### src/rtl/counter_run_sched.sv
// counter_run_sched: two-requester round-robin scheduler sharing one run
// counter, with clear strobe, target latch and a run-length watchdog.
//
// Ports:
//   clk, reset          clock, synchronous active-high reset
//   i_req[1:0]          level request per requester (bit 0 = requester 0)
//   i_num0, i_num1      target counts of requester 0 / 1
//   o_gnt[1:0]          one-hot grant, held from LOAD through DONE
//   o_done[1:0]         one-cycle completion pulse to the granted requester
//   o_err               abort flag, coincident with o_done
//   o_busy              high whenever the FSM is not idle
//   o_cnt_clr           one-cycle clear strobe to the counter
//   o_cnt_run           run enable to the counter
//   o_cnt_num           latched target for the counter
//   i_cnt               counter output
module counter_run_sched #(
    parameter int CNT_W = 4,
    parameter int WDOG  = 18
) (
    input  logic             clk,
    input  logic             reset,
    input  logic [1:0]       i_req,
    input  logic [CNT_W-1:0] i_num0,
    input  logic [CNT_W-1:0] i_num1,
    output logic [1:0]       o_gnt,
    output logic [1:0]       o_done,
    output logic             o_err,
    output logic             o_busy,
    output logic             o_cnt_clr,
    output logic             o_cnt_run,
    output logic [CNT_W-1:0] o_cnt_num,
    input  logic [CNT_W-1:0] i_cnt
);

    localparam logic [1:0] S_IDLE = 2'd0;
    localparam logic [1:0] S_LOAD = 2'd1;
    localparam logic [1:0] S_RUN  = 2'd2;
    localparam logic [1:0] S_DONE = 2'd3;

    localparam int WD_W = $clog2(WDOG + 1);
    localparam logic [WD_W-1:0] WD_MAX = WD_W'(WDOG - 1);

    logic [1:0]       state;
    logic             g_q;
    logic             last_q;
    logic             err_q;
    logic [CNT_W-1:0] num_q;
    logic [WD_W-1:0]  wd_q;
    logic             pick;

    // On a tie the requester that did not finish last wins.
    always_comb begin
        pick = i_req[1];
        if (i_req == 2'b11) begin
            pick = ~last_q;
        end
    end

    always_ff @(posedge clk) begin
        if (reset) begin
            state  <= S_IDLE;
            g_q    <= 1'b0;
            last_q <= 1'b1;
            err_q  <= 1'b0;
            num_q  <= '0;
            wd_q   <= '0;
        end else begin
            case (state)
                S_IDLE: begin
                    if (|i_req) begin
                        g_q   <= pick;
                        num_q <= pick ? i_num1 : i_num0;
                        state <= S_LOAD;
                    end
                end
                S_LOAD: begin
                    wd_q  <= '0;
                    state <= (num_q == '0) ? S_DONE : S_RUN;
                end
                S_RUN: begin
                    wd_q <= wd_q + WD_W'(1);
                    // A match wins over a simultaneous watchdog expiry.
                    if (i_cnt == num_q) begin
                        state <= S_DONE;
                    end else if (wd_q == WD_MAX) begin
                        state <= S_DONE;
                        err_q <= 1'b1;
                    end
                end
                default: begin
                    last_q <= g_q;
                    err_q  <= 1'b0;
                    state  <= S_IDLE;
                end
            endcase
        end
    end

    logic [1:0] gnt_vec;
    assign gnt_vec = {g_q, ~g_q};

    assign o_busy    = (state != S_IDLE);
    assign o_gnt     = o_busy ? gnt_vec : 2'b00;
    assign o_done    = (state == S_DONE) ? gnt_vec : 2'b00;
    assign o_err     = (state == S_DONE) && err_q;
    assign o_cnt_clr = (state == S_LOAD);
    assign o_cnt_run = (state == S_RUN);
    assign o_cnt_num = num_q;

endmodule

### config.mk
export PLATFORM = sky130hd
export DESIGN_NAME = counter_run_sched
export DESIGN_NICKNAME = d
export VERILOG_FILES = /design/src/rtl/counter_run_sched.sv
export SDC_FILE = /design/constraint.sdc
export NUM_CORES = 1
export LEC_CHECK = 0
export ABC_AREA = 1
export BUFFER_PORTS_ARGS = -buffer_cell sky130_fd_sc_hd__buf_2
export CAP_MARGIN = 15
export CORE_MARGIN = 2
export CORE_UTILIZATION = 48
export CTS_CLUSTER_DIAMETER = 30
export DETAILED_ROUTE_END_ITERATION = 8
export PLACE_DENSITY_LB_ADDON = 0.15
export SYNTH_ARGS = -nofsm -noshare
export SYNTH_HDL_FRONTEND = slang
export SYNTH_SLANG_ARGS = --single-unit
### constraint.sdc
create_clock -name clk -period 3.9 [get_ports clk]
set_clock_uncertainty 0.1 [all_clocks]
set_input_delay 0.78 -clock clk [delete_from_list [all_inputs] [get_ports clk]]
set_output_delay 0.78 -clock clk [all_outputs]
set_load 0.05 [all_outputs]
After elaboration in Yosys (flattened, before gate mapping)
Cells that the tools add are included.
{"block": "word_totals", "reg_bits": 14, "output_inout_bits": 12, "wordCells": 44}
{"block": "classes", "n_addsub": 1, "eq_ne": 10, "muxes": 13, "n_bitwise": 3, "n_reduce_logical": 11}
{"cell": "$mux W2", "n": 5}
{"cell": "$pmux W5 S2", "n": 1}
{"cell": "$eq A2 B2 Y1 const B", "n": 3}
{"cell": "$pmux W2 S3", "n": 1}
{"cell": "$add A5 B1 Y5 const B", "n": 1}
{"cell": "$eq A5 B5 Y1 const B", "n": 1}
{"cell": "$eq A4 B4 Y1", "n": 1}
{"cell": "$logic_not A4 Y1", "n": 1}
{"cell": "$mux W1", "n": 4}
{"cell": "$mux W4", "n": 1}
{"cell": "$ne A2 B2 Y1 const B", "n": 2}
{"cell": "$reduce_and A2 Y1", "n": 2}
{"cell": "$reduce_bool A2 Y1", "n": 2}
{"cell": "$reduce_or A2 Y1", "n": 2}
{"cell": "$ne A3 B1 Y1 const B", "n": 1}
{"cell": "$not A1 Y1", "n": 3}
{"cell": "$reduce_and A3 Y1", "n": 1}
{"cell": "$reduce_or A3 Y1", "n": 1}
{"cell": "$eq A2 B1 Y1 const B", "n": 1}
{"cell": "$logic_not A2 Y1", "n": 1}
{"cell": "$ne A2 B1 Y1 const B", "n": 1}
{"cell": "$pmux W1 S2", "n": 1}
{"cell": "$logic_and A1 B1 Y1", "n": 1}

Longest topological paths before layout
{"block": "logic_depth", "depth_word": 4, "depth_mapped": 9}

Worst setup path after synthesis
OpenSTA, ideal clock, no wires.
{"block": "synth_path", "kind": "reg-to-output", "start": "register state[0]", "end": "output port o_gnt[1]", "arrival_time_ns": 1.347, "slack_ns": 1.673, "stages_incl_launch_ff": 4, "n_path_buf": 0, "path_cell_list": "dfxtp_1 > inv_1 > ha_1 > nor2_1"}
{"block": "synth_via", "elab_chain_cells": 2}
{"element": "start: declaration", "line": "43", "rtl": "logic [1:0] state;"}
{"element": "start signal: assignment", "line": "78", "rtl": "state <= (num_q == '0) ? S_DONE : S_RUN;"}
{"element": "$reduce_bool A2 Y1", "line": "102", "rtl": "assign o_busy = (state != S_IDLE);"}
{"element": "$mux W2", "line": "103", "rtl": "assign o_gnt = o_busy ? gnt_vec : 2'b00;"}
{"element": "end: declaration", "line": "25", "rtl": "output logic [1:0] o_gnt,"}
Every way passes these cells.

Worst setup path in the final report
Same ends and word-level chain as after synthesis.

==> flow_summary.ini <==
[placed_design]
postPlaceCellArea_um2 = 981
gp_congestion = 0.850
port-buffer-count = 27
hpwlAfterDp_um = 1470
dp_slack_ps = 1920

[sta]
hold_viol = 0
fin_crit_sh_pct = 59.1
slew_violations = 0
finalCriticalPeriod_ps = 2300
finalSetupViolCount = 0
setup_ws_ps = 1600
finalSetupTns_ps = 0
worstMarginPinSlew_ps = 275
fmax_mhz = 434
rsz0062_at_grt = false
max_slew_margin_pct = 81.6

[detailed_routing]
ant_nets = 0
routed_wl_um = 1850
via_per_inst = 4.99
wl_per_cell_um = 10.6
route.detailed.drc = 0
first_pass_iters = 4
vias = 869
drtIter0Drc = 19

[worst_setup_path]
cp.required_ps = 3020
arrival_ps = 1420
cp_slowest_cell = dfxtp_1
crit_path_cell_trace = inv_1 -> ha_1 -> nor2_1 -> buf_2
critPathCaptureType = output pin
crit_type = flip-flop to output pin
worstSetupStartpointType = flip-flop
worstReg2RegStart = state[0]$_SDFFE_PP0P_
reg2regPathDepth = 7
critPathMaxFanout = 6
reg2reg_slack_ps = 2340
critical-path-max-stage-delay_ps = 400
timing.rr.end = g_q$_SDFFE_PP0P_

[final_layout]
register_area_um2 = 280
multi_input_area_um2 = 455
nets = 181
n_fill_cell = 143
drive_above_1_share_pct = 24.1
stdcell_area_um2 = 1020
antennaDiodeCount = 0
area.growth.synth_to_final_pct = 23.2

[global_routing]
grt_pass1_wl_um = 3040
grt.overflow.total = 0
grt_max_degree = 11
grtUsageTotal_pct = 20.8
first_global_vias = 741
antenna_found_initial = 0

[clocking]
post_cts.repair.setup_buffers = 0
cts_sinks = 14
cts_buffers = 3
htree_levels = 1
cts_root_buf = clkbuf_4
cts_hold_buf = 0
clockBufferDepth = 2
cts_tree = built
path_clk_slew_ps = 90
post_cts_resized = 0
insertion_delay_ps = 280

[synth]
synth-edff-count = 0
synth_area_um2 = 826
yosysTopAreaCellShare_pct = 33.9
syn_area_per_cell_um2 = 6.50
synth_nets = 149
synthTopCellsByCount = nand2_1 (36), inv_1 (17), nor2_1 (15)
synthCells = 127
synth_top_cell_by_area = dfxtp_1
yosysSeqAreaShare_pct = 33.9
synth_most_common_cell = nand2_1
synthFlopType = dfxtp_1
synthTopCellsByArea = dfxtp_1 (34%), nand2_1 (16%), ha_1 (9.1%)
ys_types = 18
synth-async-reset-ratio_pct = 0
yosysWarnings = 0
ys_seq_elements = 14

[die]
coreArea_um2 = 1560
fp-row-count = 14
fp.dieH_um = 45.5
pin_count = 28
initial_utilization_pct = 53.0
die_x_um = 45.5
die_area_um2 = 2070

[run]
drv_cap = 0

[power]
ir_drop_mv = 0.515
p_leak_nw = 0.558
p_per_area_nw_per_um2 = 727
finalPower_w = 0.000739

[status]
status = finished clean

[hold_path]
whs_path_depth = 2
whs_endpoint = err_q$_SDFFE_PP0P_
min_from = err_q$_SDFFE_PP0P_
worst_hold_path_type = flip-flop to flip-flop
## area by class of cell
| type | count | area share [%] |
|---|---|---|
| clock buffer | 4 | 3.57 |
| inverter | 24 | 8.86 |
| multi-input combinational | 89 | 44.8 |
| sequential | 14 | 27.6 |
| tap | 16 | 1.97 |
| timing repair buffer | 27 | 13.3 |
## cells by family (layout without fill, tap and decap cells)
logic type	Yosys count	count (layout)	share of synthesized area, %
compound gates	20	20	14.7
xor+xnor	1	1	1.06
fa+ha+maj	6	6	9.09
buf+inv	24	55	10.9
flops	14	14	33.9
simple gates	62	62	30.3
## routing by layer
metal / up-vias / track usage [%] / routed length [um]
met2: 22 / 34.4 / 866
li1: 467 / - / -
met5: - / 0 / 0
met3: 0 / 5.95 / 81
met4: 0 / 7.65 / 0
met1: 380 / 25.3 / 899
## worst max-delay path by stage
stage	slack (ps)	cells past startpoint	end	from
after detailed placement	1920	4	o_gnt[1]	state[0]$_SDFFE_PP0P_
after CTS	1590	4	o_gnt[1]	state[0]$_SDFFE_PP0P_
final	1600	4	o_gnt[1]	state[0]$_SDFFE_PP0P_
after global routing	1500	4	o_gnt[1]	state[0]$_SDFFE_PP0P_
after global placement	1970	4	o_gnt[1]	state[0]$_SDFFE_PP0P_
after floorplan	1670	3	o_gnt[1]	state[0]$_SDFFE_PP0P_
## per-stage QoR
step / util (%) / hold WS (ps) / instances
6_report: 65.2 / 388 / 174
3_5_place_dp: 62.9 / 360 / 170
2_1_floorplan: - / 329 / 127
4_1_cts: 65.2 / 382 / 174
3_3_place_gp: 62.9 / 355 / 170
5_1_grt: 65.2 / 404 / 174
## flip-flops by register name, indices dropped and copies added, names as in the netlist
name / cells
state: 2
err_q: 1
g_q: 1
last_q: 1
wd_q: 5
o_cnt_num: 4
## power breakdown
| group | total [W] | switching (W) | internal [W] |
|---|---|---|---|
| Sequential | 0.000210 | 0.0000347 | 0.000175 |
| Clock | 0.000107 | 0.0000500 | 0.0000568 |
| Combinational | 0.000423 | 0.000309 | 0.000114 |
## layout by cell type (no fill, tap or decap), types with 3 or more instances in the layout
cell type / count
dfxtp_1: 14
clkbuf_4: 3
inv_2: 6
inv_1: 17
buf_2: 27
nand2_1: 36
a21oi_1: 6
nand3_1: 6
ha_1: 6
o21ai_1: 5
a31oi_1: 6
nor3_1: 3
nor2_1: 15
## critical path, delay by kind of cell, from the launching register on
kind / cells / cell delay (ps)
flops: 1 / 400
fa+ha+maj: 1 / 280
simple gates: 1 / 120
buf+inv: 2 / 340
Power figures use the tool's default switching activity.
